### src/rtl/finv_table_loader.sv
// Runtime loader for the 1024-entry finv reciprocal seed table: one restoring division per entry, then x0 and x0^2 are written out.
// Optional `FINV_LOADER_CSUM_EN adds a 24-bit XOR checksum of every written (a ^ b) pair on port csum.
module finv_table_loader (
    input  logic        clk,
    input  logic        rst,
    input  logic        start,
    output logic        busy,
    output logic        done,
    output logic        load,
    output logic [9:0]  addr,
    output logic [23:0] in_a,
`ifdef FINV_LOADER_CSUM_EN
    output logic [23:0] csum,
`endif
    output logic [23:0] in_b
);

    typedef enum logic [2:0] {S_IDLE, S_DIV, S_MUL, S_WRITE, S_DONE} state_t;

    localparam logic [24:0] Q_FIRST  = 25'h100_0000;   // q(1024) = 2^24
    localparam logic [5:0]  DIV_LAST = 6'd34;          // 35 dividend bits, 34 down to 0

    state_t      state_q, state_d;
    logic [5:0]  cnt_q, cnt_d;
    logic [11:0] rem_q, rem_d;
    logic [24:0] quo_q, quo_d;
    logic [24:0] qprev_q, qprev_d;
    logic [9:0]  i_q, i_d;
    logic [23:0] x0_q, x0_d;
    logic [23:0] sqhi_q, sqhi_d;
    logic        busy_q, busy_d;
    logic        done_q, done_d;
    logic        load_q, load_d;
    logic [9:0]  addr_q, addr_d;
    logic [23:0] in_a_q, in_a_d;
    logic [23:0] in_b_q, in_b_d;
    logic [23:0] csum_q, csum_d;

    logic [12:0] divisor_c;
    logic [12:0] rem_sh_c;
    logic [12:0] diff_c;
    logic [25:0] qsum_c;
    logic [23:0] x0_c;
    logic [47:0] sq_c;

    // Shift in the next dividend bit; 2^34 has only its top bit set.
    assign divisor_c = 13'd1025 + {3'b000, i_q};
    assign rem_sh_c  = {rem_q, (cnt_q == 6'd0)};
    assign diff_c    = rem_sh_c - divisor_c;
    assign qsum_c    = {1'b0, qprev_q} + {1'b0, quo_q};
    assign x0_c      = qsum_c[24:1];
    assign sq_c      = x0_c * x0_c;

    // NOTE: every next-state signal takes its hold value first, so no path through the case can infer a latch.
    always_comb begin
        state_d = state_q;
        cnt_d   = cnt_q;
        rem_d   = rem_q;
        quo_d   = quo_q;
        qprev_d = qprev_q;
        i_d     = i_q;
        x0_d    = x0_q;
        sqhi_d  = sqhi_q;
        addr_d  = addr_q;
        in_a_d  = in_a_q;
        in_b_d  = in_b_q;
        csum_d  = csum_q;
        load_d  = 1'b0;
        busy_d  = (state_q == S_DIV) || (state_q == S_MUL) || (state_q == S_WRITE);
        done_d  = (state_q == S_DONE);

        case (state_q)
            S_IDLE: begin
                if (start) begin
                    state_d = S_DIV;
                    i_d     = 10'd0;
                    qprev_d = Q_FIRST;
                    cnt_d   = 6'd0;
                    rem_d   = 12'd0;
                    quo_d   = 25'd0;
                    csum_d  = 24'd0;
                end
            end
            S_DIV: begin
                if (rem_sh_c >= divisor_c) begin
                    rem_d = diff_c[11:0];
                    quo_d = {quo_q[23:0], 1'b1};
                end else begin
                    rem_d = rem_sh_c[11:0];
                    quo_d = {quo_q[23:0], 1'b0};
                end
                cnt_d = cnt_q + 6'd1;
                if (cnt_q == DIV_LAST) begin
                    state_d = S_MUL;
                end
            end
            S_MUL: begin
                x0_d    = x0_c;
                sqhi_d  = sq_c[47:24];
                state_d = S_WRITE;
            end
            S_WRITE: begin
                load_d  = 1'b1;
                addr_d  = i_q;
                in_a_d  = sqhi_q;
                in_b_d  = x0_q;
                csum_d  = csum_q ^ sqhi_q ^ x0_q;
                qprev_d = quo_q;
                cnt_d   = 6'd0;
                rem_d   = 12'd0;
                quo_d   = 25'd0;
                if (i_q == 10'd1023) begin
                    state_d = S_DONE;
                end else begin
                    i_d     = i_q + 10'd1;
                    state_d = S_DIV;
                end
            end
            S_DONE: begin
                state_d = S_IDLE;
            end
            default: begin
                state_d = S_IDLE;
            end
        endcase
    end

    // NOTE: sequential state uses non-blocking assignments so all registers update from the same pre-edge values.
    always_ff @(posedge clk or posedge rst) begin
        if (rst) begin
            state_q <= S_IDLE;
            cnt_q   <= 6'd0;
            rem_q   <= 12'd0;
            quo_q   <= 25'd0;
            qprev_q <= Q_FIRST;
            i_q     <= 10'd0;
            x0_q    <= 24'd0;
            sqhi_q  <= 24'd0;
            busy_q  <= 1'b0;
            done_q  <= 1'b0;
            load_q  <= 1'b0;
            addr_q  <= 10'd0;
            in_a_q  <= 24'd0;
            in_b_q  <= 24'd0;
            csum_q  <= 24'd0;
        end else begin
            state_q <= state_d;
            cnt_q   <= cnt_d;
            rem_q   <= rem_d;
            quo_q   <= quo_d;
            qprev_q <= qprev_d;
            i_q     <= i_d;
            x0_q    <= x0_d;
            sqhi_q  <= sqhi_d;
            busy_q  <= busy_d;
            done_q  <= done_d;
            load_q  <= load_d;
            addr_q  <= addr_d;
            in_a_q  <= in_a_d;
            in_b_q  <= in_b_d;
            csum_q  <= csum_d;
        end
    end

    assign busy = busy_q;
    assign done = done_q;
    assign load = load_q;
    assign addr = addr_q;
    assign in_a = in_a_q;
    assign in_b = in_b_q;

`ifdef FINV_LOADER_CSUM_EN
    assign csum = csum_q;
`else
    logic csum_unused;
    assign csum_unused = ^csum_q;
`endif

endmodule
### config.mk
export PLATFORM = sky130hd
export DESIGN_NAME = finv_table_loader
export DESIGN_NICKNAME = d
export VERILOG_FILES = /design/src/rtl/finv_table_loader.sv
export SDC_FILE = /design/constraint.sdc
export NUM_CORES = 2
export LEC_CHECK = 0
export CAP_MARGIN = 15
export CORE_MARGIN = 1
export CORE_UTILIZATION = 55
export DETAILED_ROUTE_END_ITERATION = 7
export GPL_ROUTABILITY_DRIVEN = 0
export GPL_TIMING_DRIVEN = 1
export PLACE_DENSITY = 0.78
export SLEW_MARGIN = 15
export SYNTH_ARGS = -nofsm -noshare
export SYNTH_HDL_FRONTEND = slang
export SYNTH_SLANG_ARGS = --single-unit
### constraint.sdc
create_clock -name clk -period 20 [get_ports clk]
set_clock_uncertainty 0.15 [all_clocks]
set_input_delay 2 -clock clk [delete_from_list [all_inputs] [get_ports clk]]
set_output_delay 2 -clock clk [all_outputs]
set_load 0.02 [all_outputs]
==> impl_metrics.json <==
{
  "synth_warnings": 0,
  "antenna_found_initial": 1,
  "power.total_mw": 1.59,
  "cellLeakagePower_nw": 14.2,
  "cts_root_buffer": "clkbuf_16",
  "placed_cell_area_sq_um": 25500,
  "synth.distinct_cells": 81,
  "ys.flop_type": "dfrtp_1",
  "min_path_type": "register to register",
  "final_util_pct": 60.4,
  "p_per_area_nw_per_um2": 60.9,
  "netlist_area_sq_um": 24300,
  "synthArstFlopShare_pct": 100,
  "viasPerCell": 5.68,
  "numCtsBuffers": 17,
  "die_h_um": 212,
  "setup_ws_ps": 9190,
  "finalHoldViolations": 0,
  "io_buffers": 63,
  "multiInputGateArea_sq_um": 17200,
  "rsz0062_at_grt": "no",
  "grt_max_degree": 128,
  "drc": 0,
  "grt_pass1_vias": 19600,
  "overflow": 0,
  "clock.fmax_mhz": 92.5,
  "post_cts_resized": 0,
  "crit_top_cell": "fa_1",
  "hold_end": "in_a[23]",
  "drt_wl_total_um": 61100,
  "fin_crit_sh_pct": 54.0,
  "routed-via-count": 18200,
  "required_ps": 20190,
  "min_from": "sqhi_q[23]",
  "postCtsHoldBufs": 0,
  "synth_area_leaders": "fa_1 (35%), dfrtp_1 (19%), ha_1 (11%)",
  "num-nets-final": 3239,
  "dp_hpwl_um": 47200,
  "r2r_cells": 35,
  "crit_slowest_cell": "fa_1",
  "syn_nets": 3230,
  "critical-path-max-stage-delay_ps": 570,
  "fin_setup_tns_ps": 0,
  "synth_area_leader_cell": "fa_1",
  "final_antenna_net_count": 0,
  "cp-end-kind": "register",
  "grt_usage_pct": 29.3,
  "crit_type": "register to register",
  "worstSkewPairLatency_ps": 460,
  "ys_seq_area_share_pct": 19.6,
  "period_needed_ps": 10810,
  "clock_path_buffers": 2,
  "start_kind": "register",
  "core_sq_um": 43300,
  "dieArea_sq_um": 45000,
  "yosys.area.top_type_share_pct": 35.1,
  "antenna_cells": 0,
  "grt_pass1_wl_um": 102000,
  "cts_tree": "done",
  "final_max_slew_viol_count": 0,
  "synth-edff-count": 0,
  "fill_cells": 3513,
  "row_count": 76,
  "cts.sinks": 190,
  "arrival_ps": 10990,
  "drtPass1Iterations": 5,
  "finalSetupViolCount": 0,
  "drv_cap": 0,
  "area_growth_syn_to_layout_pct": 7.55,
  "wl_per_cell_um": 19.1,
  "drive_above_1_share_pct": 4.05,
  "synth-seq-cells": 190,
  "initial_core_util_pct": 56.1,
  "netlist_top_cells_count": "inv_1 (517), fa_1 (426), nand2_1 (409)",
  "yosysMostFrequentCell": "inv_1",
  "drtIter0Drc": 1434,
  "post-place-ws_ps": 9420,
  "tightest_slew_ps": 1100,
  "cp_max_fo": 20,
  "rr_endpoint": "sqhi_q[23]",
  "ff_latch_area_sq_um": 4760,
  "postCtsSetupBuffers": 0,
  "run_status": "finished, final reports clean",
  "postSynthCellCount": 2597,
  "r2r-start": "quo_q[0]",
  "worst_ir_drop_vdd_uv": 68.3,
  "die_w_um": 212,
  "whs_path_depth": 2,
  "cp_top_family": "adder cells",
  "syn_avg_cell_area_sq_um": 9.35,
  "clk_pin_slew_ps": 80,
  "slew_headroom_pct": 26.6,
  "design_area_sq_um": 26100,
  "ioPinCount": 64,
  "rrSetupSlack_ps": 9190,
  "cp_num_buf_inv": 7,
  "h-tree-depth": 4
}
[placed cells by master, fill, tap and decap left out, types with 12 or more instances in the layout]
| cell type | n |
|---|---|
| ha_1 | 204 |
| nand3_1 | 25 |
| buf_4 | 23 |
| a21o_1 | 29 |
| clkbuf_16 | 17 |
| clkdlybuf4s50_1 | 63 |
| nor3_1 | 26 |
| dfrtp_1 | 189 |
| fa_1 | 426 |
| nand2_1 | 408 |
| inv_1 | 515 |
| xnor2_1 | 33 |
| xor2_1 | 26 |
| a22o_1 | 49 |
| nor2_1 | 211 |
| and3_1 | 18 |
| nand4_1 | 12 |
| a21oi_1 | 51 |
| o21ai_0 | 90 |
[through the flow]
stage / instances / hold slack [ps]
finish: 3204 / 320
CTS: 3204 / 324
global placement: 3172 / 300
detailed placement: 3172 / 303
floorplan: 2597 / 280
global route: 3204 / 349
[registers in the layout, indices dropped and copies added (netlist names)]
name     count
addr        10
busy         1
cnt_q        6
done         1
i_q         10
in_a        24
in_b        24
load         1
qprev_q     25
quo_q       25
rem_q       12
sqhi_q      24
state_q      3
x0_q        24
[where the power goes]
part / internal, mW / switching, mW
registers: 0.443 / 0.0496
logic: 0.238 / 0.509
clock network: 0.180 / 0.172
[routing by layer]
| layer | wire length, um | global-route usage [%] |
|---|---|---|
| met5 | 0 | 0 |
| met4 | 2830 | 12.8 |
| met3 | 5720 | 7.10 |
| met2 | 28900 | 47.0 |
| met1 | 23600 | 38.1 |
[logic make-up after synthesis]
logic type | Yosys count | share of synthesized area, %
and+or+nand+nor | 762 | 13.2
AOI/OAI and AO/OA | 315 | 8.82
DFF | 190 | 19.6
adders and majority gates | 630 | 45.6
xor gates and xnor gates | 68 | 2.55
buffers and inverters | 617 | 9.63
muxes | 15 | 0.639
[area by class of cell]
class                      instances  share of cell area (%)
multi-input combinational       1790                    66.0
clock buffer                      17                    1.63
clock inverter                    15                   0.733
tap                              585                    2.80
timing repair buffer              86                    3.08
sequential                       190                    18.2
inverter                         521                    7.52
[worst max path at each step]
stage,cells past startpoint,to,slack [ps],start
2_1_floorplan,35,sqhi_q[23],10570,quo_q[0]
4_1_cts,35,sqhi_q[23],9300,quo_q[0]
3_5_place_dp,35,sqhi_q[23],9420,quo_q[0]
3_3_place_gp,35,sqhi_q[23],9650,quo_q[0]
5_1_grt,35,sqhi_q[23],8800,quo_q[0]
6_report,35,sqhi_q[23],9190,quo_q[0]
[worst register-to-register path, delay by kind of cell (launching register included)]
family / cells / cell delay (ps)
buffers and inverters: 7 / 830
adders and majority gates: 9 / 4410
and+or+nand+nor: 3 / 780
xor gates and xnor gates: 1 / 140
AOI/OAI and AO/OA: 15 / 3930
DFF: 1 / 430
Power figures use the tool's default switching activity.
